## src/rtl/if_prefetch_unit.sv

```systemverilog
// Instruction-fetch prefetch unit: issues word-aligned fetches, buffers returned words with PCs.
// Optional performance counters are enabled by defining IF_PREFETCH_PERF_EN.

module if_prefetch_unit #(
    parameter int unsigned FIFO_DEPTH = 4,
    parameter logic [31:0] RESET_PC   = 32'h0000_0000
) (
    input  logic        clock,
    input  logic        reset,
    output logic        imem_req_valid,
    output logic [31:0] imem_req_addr,
    input  logic        imem_req_ready,
    input  logic        imem_rsp_valid,
    input  logic [31:0] imem_rsp_data,
    input  logic        redirect_valid,
    input  logic [31:0] redirect_pc,
    output logic        inst_valid,
    output logic [31:0] inst_data,
    output logic [31:0] inst_pc,
    input  logic        inst_ready
`ifdef IF_PREFETCH_PERF_EN
    ,
    output logic [15:0] perf_drop_cnt,
    output logic [15:0] perf_stall_cnt
`endif
);

    localparam int unsigned PTR_W = $clog2(FIFO_DEPTH);
    localparam int unsigned CNT_W = PTR_W + 1;
    localparam int unsigned SUM_W = CNT_W + 2;

    // Architectural state
    logic [31:0]      fetch_pc_q, fetch_pc_n;
    logic [31:0]      rsp_pc_q, rsp_pc_n;
    logic [CNT_W-1:0] count_q, count_n;
    logic [CNT_W-1:0] live_q, live_n;
    logic [CNT_W-1:0] drop_q, drop_n;
    logic [PTR_W-1:0] rd_ptr_q, rd_ptr_n;
    logic [PTR_W-1:0] wr_ptr_q, wr_ptr_n;

    logic [31:0] data_mem [FIFO_DEPTH];
    logic [31:0] pc_mem   [FIFO_DEPTH];

    // Per-cycle events
    logic [SUM_W-1:0] occupancy;
    logic [31:0]      redirect_target;
    logic [1:0]       unused_redirect_lsb;
    logic             req_fire;
    logic             rsp_drop;
    logic             rsp_take;
    logic             fifo_push;
    logic             fifo_pop;

    assign redirect_target     = {redirect_pc[31:2], 2'b00};
    assign unused_redirect_lsb = redirect_pc[1:0];

    // Capacity is reserved at issue: FIFO entries plus everything still in flight.
    assign occupancy = SUM_W'(count_q) + SUM_W'(live_q) + SUM_W'(drop_q);

    assign imem_req_valid = !reset && !redirect_valid && (occupancy < SUM_W'(FIFO_DEPTH));
    assign imem_req_addr  = fetch_pc_q;
    assign req_fire       = imem_req_valid && imem_req_ready;

    // Stale responses are consumed first; a response with nothing outstanding is ignored.
    assign rsp_drop = imem_rsp_valid && (drop_q != '0);
    assign rsp_take = imem_rsp_valid && (drop_q == '0) && (live_q != '0);

    assign fifo_push = rsp_take && !redirect_valid;
    assign fifo_pop  = inst_valid && inst_ready && !redirect_valid;

    assign inst_valid = (count_q != '0);
    assign inst_data  = inst_valid ? data_mem[rd_ptr_q] : 32'h0;
    assign inst_pc    = inst_valid ? pc_mem[rd_ptr_q]   : 32'h0;

    // Next-state logic; redirect overrides all normal progress.
    always_comb begin
        fetch_pc_n = fetch_pc_q;
        rsp_pc_n   = rsp_pc_q;
        count_n    = count_q;
        live_n     = live_q;
        drop_n     = drop_q;
        rd_ptr_n   = rd_ptr_q;
        wr_ptr_n   = wr_ptr_q;

        if (redirect_valid) begin
            fetch_pc_n = redirect_target;
            rsp_pc_n   = redirect_target;
            count_n    = '0;
            rd_ptr_n   = '0;
            wr_ptr_n   = '0;
            live_n     = '0;
            drop_n     = drop_q + live_q - CNT_W'(rsp_drop || rsp_take);
        end else begin
            if (req_fire) begin
                fetch_pc_n = fetch_pc_q + 32'd4;
            end
            live_n = live_q + CNT_W'(req_fire) - CNT_W'(rsp_take);
            drop_n = drop_q - CNT_W'(rsp_drop);
            if (fifo_push) begin
                wr_ptr_n = wr_ptr_q + PTR_W'(1);
                rsp_pc_n = rsp_pc_q + 32'd4;
            end
            if (fifo_pop) begin
                rd_ptr_n = rd_ptr_q + PTR_W'(1);
            end
            count_n = count_q + CNT_W'(fifo_push) - CNT_W'(fifo_pop);
        end
    end

    // State register
    always_ff @(posedge clock) begin
        if (reset) begin
            fetch_pc_q <= RESET_PC;
            rsp_pc_q   <= RESET_PC;
            count_q    <= '0;
            live_q     <= '0;
            drop_q     <= '0;
            rd_ptr_q   <= '0;
            wr_ptr_q   <= '0;
        end else begin
            fetch_pc_q <= fetch_pc_n;
            rsp_pc_q   <= rsp_pc_n;
            count_q    <= count_n;
            live_q     <= live_n;
            drop_q     <= drop_n;
            rd_ptr_q   <= rd_ptr_n;
            wr_ptr_q   <= wr_ptr_n;
        end
    end

    // Entry storage needs no reset: outputs are masked while the FIFO is empty.
    always_ff @(posedge clock) begin
        if (!reset && fifo_push) begin
            data_mem[wr_ptr_q] <= imem_rsp_data;
            pc_mem[wr_ptr_q]   <= rsp_pc_q;
        end
    end

`ifdef IF_PREFETCH_PERF_EN
    logic perf_drop_inc;
    logic perf_stall_inc;

    // A response arriving with a redirect is discarded even if it was live.
    assign perf_drop_inc  = rsp_drop || (redirect_valid && rsp_take);
    assign perf_stall_inc = !inst_valid && !redirect_valid;

    always_ff @(posedge clock) begin
        if (reset) begin
            perf_drop_cnt  <= 16'h0;
            perf_stall_cnt <= 16'h0;
        end else begin
            if (perf_drop_inc && (perf_drop_cnt != 16'hFFFF)) begin
                perf_drop_cnt <= perf_drop_cnt + 16'd1;
            end
            if (perf_stall_inc && (perf_stall_cnt != 16'hFFFF)) begin
                perf_stall_cnt <= perf_stall_cnt + 16'd1;
            end
        end
    end
`endif

endmodule

```

## config.mk

```make
export PLATFORM = sky130hd
export DESIGN_NAME = if_prefetch_unit
export DESIGN_NICKNAME = d
export VERILOG_FILES = /design/src/rtl/if_prefetch_unit.sv
export SDC_FILE = /design/constraint.sdc
export NUM_CORES = 1
export LEC_CHECK = 0
export CAP_MARGIN = 25
export CORE_AREA = 2 2 170 172
export DETAILED_ROUTE_END_ITERATION = 8
export DIE_AREA = 0 0 172 174
export GPL_TIMING_DRIVEN = 1
export PLACE_DENSITY = 0.72
export RECOVER_POWER = 100
export SYNTH_ARGS = -nofsm -noshare
export SYNTH_HDL_FRONTEND = slang
export SYNTH_SLANG_ARGS = --single-unit
```

## constraint.sdc

```tcl
create_clock -name clock -period 9.6 [get_ports clock]
set_input_delay 1.44 -clock clock [delete_from_list [all_inputs] [get_ports clock]]
set_output_delay 1.44 -clock clock [all_outputs]
set_load 0.02 [all_outputs]
```

# [Yosys cells after proc, flatten, opt, wreduce, memory -nomap -nowiden]
# Memories as Yosys holds them, arrays and structs flattened. A register that Yosys moved wholly into a read port is not among the register bits.
# Index checks and enable logic that the tools add are counted.
[word_totals] register_bits=77 latch_bits=0 word_cells=58 mem_bits_ro=0 output_inout_bits=98 ramBits=256 memories=2
[memory_table] memory="data_mem" depth=4 word_bits=32 read_ports=1 rd_ports_with_merged_regs=1 write_ports=1 line_no="41" source="logic [31:0] data_mem [FIFO_DEPTH];"
[memory_table] memory="pc_mem" depth=4 word_bits=32 read_ports=1 rd_ports_with_merged_regs=1 write_ports=1 line_no="42" source="logic [31:0] pc_mem [FIFO_DEPTH];"
[op_classes] mux=13 shifts=0 n_reduce_logical=20 n_div=0 bitwise_logic=0 n_eq_ne=0 addsub=13 magnitude_cmp=1 mul=0
[op_table] op="2-to-1 mux 32 bit" count=6
[op_table] op="adder 32 x 3 -> 32 bit, second input constant" count=2
[op_table] op="subtractor 3 x 1 -> 3 bit" count=4
[op_table] op="logical AND 1 bit" count=10
[op_table] op="nonzero test 3 bit" count=3
[op_table] op="2-to-1 mux 2 bit" count=4
[op_table] op="adder 3 x 1 -> 3 bit" count=2
[op_table] op="adder 4 x 3 -> 5 bit" count=1
[op_table] op="< comparator 5 x 3 -> 1 bit, second input constant" count=1
[op_table] op="adder 2 x 1 -> 2 bit, second input constant" count=2
[op_table] op="adder 3 x 3 -> 4 bit" count=1
[op_table] op="nonzero test 2 bit" count=2
[op_table] op="adder 3 bit" count=1
[op_table] op="zero test 3 bit" count=1
[op_table] op="2-to-1 mux 3 bit" count=1
[op_table] op="zero test 1 bit" count=2
[op_table] op="2-to-1 mux 1 bit" count=2
[op_table] op="OR reduction 2 bit" count=1
[op_table] op="logical OR 1 bit" count=1

# [Longest topological paths before layout]
[logic_depth] ltp_word=7 mapped_depth=16 mapped_depth_nobuf=15

# [Worst setup path after synthesis]
# No wires, ideal clock.
[synth_timing] path_kind="input to register" start="in imem_rsp_valid" end="mem data_mem[0][0], enable pin" cell_stages=6 t_arrival_ps=3880 setup_ps=427 required_time_ps=9173 setup_slack_ps=5293 path_buffers=2 cell_sequence="nor4b_4 > nand2_2 > inv_2 > buf_4 > buf_2 > and3_1"
[synth_between] elab_chain_cells=6
[synth_rtl] item="start: declaration" line_no="13" source="input logic imem_rsp_valid,"
[synth_rtl] item="logical AND 1 bit (2 in a row)" line_no="66" source="assign rsp_take = imem_rsp_valid && (drop_q == '0) && (live_q != '0);"
[synth_rtl] item="logical AND 1 bit" line_no="68" source="assign fifo_push = rsp_take && !redirect_valid;"
[synth_rtl] item="logical AND 1 bit" line_no="133" source="if (!reset && fifo_push) begin"
[synth_rtl] item="2-to-1 mux 1 bit" line_no="133"
[synth_rtl] item="2-to-1 mux 1 bit (implied by the code)" line_no="134" source="data_mem[wr_ptr_q] <= imem_rsp_data;"
[synth_rtl] item="end: declaration" line_no="41"
# No other way between the ends.

# [Worst setup path after layout]
[layout_timing] start="in imem_rsp_valid" end="mem pc_mem[1][10], enable pin"
[layout_between] elab_chain_cells=6
[layout_rtl] item="logical AND 1 bit (2 in a row)" line_no="66"
[layout_rtl] item="logical AND 1 bit" line_no="68"
[layout_rtl] item="logical AND 1 bit" line_no="133"
[layout_rtl] item="2-to-1 mux 1 bit" line_no="133"
[layout_rtl] item="2-to-1 mux 1 bit (implied by the code)" line_no="135" source="pc_mem[wr_ptr_q] <= rsp_pc_q;"
[layout_rtl] item="end: declaration" line_no="42"
# No other way between the ends.

==> run_results.csv <==
group,metric,value,unit
final_layout,num-nets-final,1187,
placement,numPortBuffers,161,
die,io_pins,168,
worst_hold_path,hold_class,"reg -> reg",
power,power,3.07,mW
route,drc,0,
die,placementRows,62,
logic_synthesis,synth_top_area_frac,0.538,
timing,timing_hold_violations_final,0,
worst_setup_path,regToRegEndpoint,"pc_mem[1][10]",
die,start_util,0.490,
timing,rsz0062_at_grt,"false",
worst_hold_path,hold_depth,2,
route,drt-total-wl,29600,µm
cts,h-tree-depth,2,
logic_synthesis,async_flop_share,0,
worst_setup_path,r2r_cells,5,
route,vias,8474,
logic_synthesis,synthCells,934,
power,p_per_area,182,nW/µm²
status,status,"complete, but fails checks",
cts,post-cts-setup-buffers,0,
logic_synthesis,synth_edf_count,248,
placement,finalWeightedCongestion,0.873,
flow_run,maxCapViolations,7,
logic_synthesis,syn_avg_cell_area,14.8,µm²
cts,cts_root_buffer,"clkbuf_16",
global_routing,grt_pass1_wl,46800,µm
logic_synthesis,syn-cell-area,13800,µm²
logic_synthesis,synth_seq_area_share,0.646,
final_layout,antennaDiodeCount,0,
worst_setup_path,cp_slowest_cell,"clkbuf_1",
cts,ctsResizeCount,0,
power,ir_drop,0.114,mV
global_routing,grt_max_degree,67,
timing,setup_viol_count_final,0,
worst_hold_path,hold_start,"wr_ptr_q[1]",
die,die_w,172,µm
timing,period_share,0.692,
route,drtIter0Drc,632,
route,vias_per_cell,5.65,
cts,ctsHoldBuffers,0,
global_routing,grt-ovfl-total,0,
timing,worst_slack,2.95,ns
worst_setup_path,crit_chain,"dlygate4sd3_1 -> nor4b_4 -> nand2_1 -> inv_1 -> and3_2 -> clkbuf_1",
worst_setup_path,startpoint_type,"input pin",
power,p_leak,5.64,nW
cts,cts_tree,"yes",
die,fp.dieH,174,µm
cts,clk_latency,0.51,ns
timing,drv_slew,418,
final_layout,layout-drive-gt1-share,0.117,
final_layout,syn2layout_area_growth,21.6,%
status,violations,"capacitance limit, slew limit",
timing,maxSlewHeadroom,-1.71,
worst_setup_path,critical_path_class,"in -> reg",
worst_setup_path,r2r_slack,4.05,ns
cts,cts.clk_slew.worst_paths,0.06,ns
worst_setup_path,critPathMaxFanout,62,
global_routing,grt_pass1_vias,8591,
logic_synthesis,synth_seq_cells,323,
cts,cts.sinks,323,
timing,min_period,6.65,ns
logic_synthesis,ys_warn_count,0,
timing,fin_setup_tns,0,ns
logic_synthesis,synth_cell_types,68,
worst_setup_path,r2r_start,"drop_q[0]",
route,antenna_left,0,
cts,cts_max_path_buffers,3,
die,core,28200,µm²
worst_setup_path,crit_family,"buffers and inverters",
timing,hold_slack,0.509,ns
global_routing,antenna_found_initial,1,
timing,worst_pin_slew,4.07,ns
worst_setup_path,max_stage_delay,2.85,ns
global_routing,grtUsageTotal,0.199,
cts,cts_made_buffers,34,
timing,clock.fmax,150,MHz
worst_setup_path,required,9.61,ns
logic_synthesis,synth_ff_type,"edfxtp_1",
placement,dp.cells,1442,
placement,pre_cts_slack,4.71,ns
worst_hold_path,whs_endpoint,"wr_ptr_q[1]",
worst_setup_path,end_kind,"register",
logic_synthesis,synthTopCellsByArea,"edfxtp_1, dfxtp_1, mux4_2",
worst_setup_path,crit_buf_inv,3,
placement,hpwl,17900,µm
route,drt_pass1_iterations,5,
final_layout,fin_cells,1501,
timing,fin_skew,0.0141,ns
route,wire_per_inst,19.7,µm
worst_setup_path,arrival,6.65,ns
logic_synthesis,synth.largest_area_cell,"edfxtp_1",
die,design.die.area,29900,µm²
worst reg2reg max path: cells and delay by family (launching register included):
kind	cells	cell delay, ns
flops	1	0.36
simple gates	3	1.11
buf+inv	2	3.55
cells in the final DEF, fill, tap and decap left out, types with 10 or more instances in the layout:
master,n
edfxtp_1,248
dlygate4sd3_1,127
dfxtp_1,73
nor2b_1,64
mux4_2,62
nand2_1,48
nor2_1,44
clkbuf_16,35
clkdlybuf4s50_1,33
nand4_1,29
inv_1,28
a21oi_1,22
xnor2_1,21
nand3_1,20
o21ai_0,20
a211oi_1,18
ha_1,17
xor2_1,16
clkbuf_1,16
a31oi_1,14
nor3_1,12
and3_1,11
and2_1,10
synthesized netlist by cell type, drive strengths merged, types with 13 or more instances:
cell type / count
xnor2: 21
nand3: 21
ha: 17
edfxtp: 248
clkbuf: 28
nand2: 49
nor2b: 64
nand4: 30
o21ai: 20
and3: 15
nor3: 13
mux4: 62
buf: 22
inv: 29
nor2: 44
a211oi: 18
dfxtp: 75
a31oi: 14
xor2: 16
a21oi: 22
routing by layer:
metal | wire length [µm] | vias up | track usage | part of all wire
met5 | 13 | - | 0 | 0.00044
met1 | 13300 | 4189 | 0.288 | 0.45
li1 | - | 3917 | - | -
met4 | 522 | 2 | 0.0515 | 0.018
met3 | 2160 | 42 | 0.0451 | 0.073
met2 | 13600 | 324 | 0.307 | 0.46
cells by family (layout without fill, tap and decap cells):
logic type                 Yosys count  in the layout  synth area share
muxes                               62             62             0.101
other                                1              4          0.000271
xor gates and xnor gates            37             37            0.0234
adders and majority gates           23             23            0.0240
AOI/OAI and AO/OA                  120            120            0.0586
buffers and inverters               80            260            0.0261
DFF                                323            323             0.646
and+or+nand+nor                    288            288             0.121
state kept, by name, indices dropped and copies added, names as in the netlist, named ones only:
name,count
imem_req_addr,30
pc_mem,120
live_q,3
drop_q,3
rd_ptr_q,2
wr_ptr_q,2
rsp_pc_q,30
data_mem,128
count_q,3
report_power, final:
| part | internal [mW] | leakage, nW | switching (mW) |
|---|---|---|---|
| registers | 1.53 | 2.87 | 0.0409 |
| logic | 0.0916 | 2.23 | 0.109 |
| clock network | 0.789 | 0.542 | 0.513 |
| total | 2.41 | 5.64 | 0.663 |
worst max-delay path by stage:
stage / from / to / slack [ns] / cells past startpoint
3_5_place_dp: imem_rsp_valid / drop_q[2] / 4.71 / 15
5_1_grt: imem_rsp_valid / pc_mem[3][13] / 2.55 / 6
6_report: imem_rsp_valid / pc_mem[1][10] / 2.95 / 6
2_1_floorplan: imem_rsp_valid / data_mem[0][0] / 5.29 / 6
3_3_place_gp: imem_rsp_valid / drop_q[2] / 4.76 / 15
4_1_cts: count_q[2] / imem_req_valid / 4.41 / 8
through the flow:
| step | cell area (µm²) | util |
|---|---|---|
| after floorplan | 13900 | - |
| after global placement | 15800 | 0.559 |
| after detailed placement | 15800 | 0.559 |
| after CTS | 16900 | 0.599 |
| after global routing | 16800 | 0.597 |
| final | 16800 | 0.597 |
layout make-up:
type	instances	area [µm²]
multi-input cells	534	4520
flip-flops and latches	323	8950
fillers	2206	11400
clock buffers	44	920
repair buffers	172	1660
inverters	29	109
well taps	384	480
clock inverters	15	201
Power figures use the tool's default switching activity.
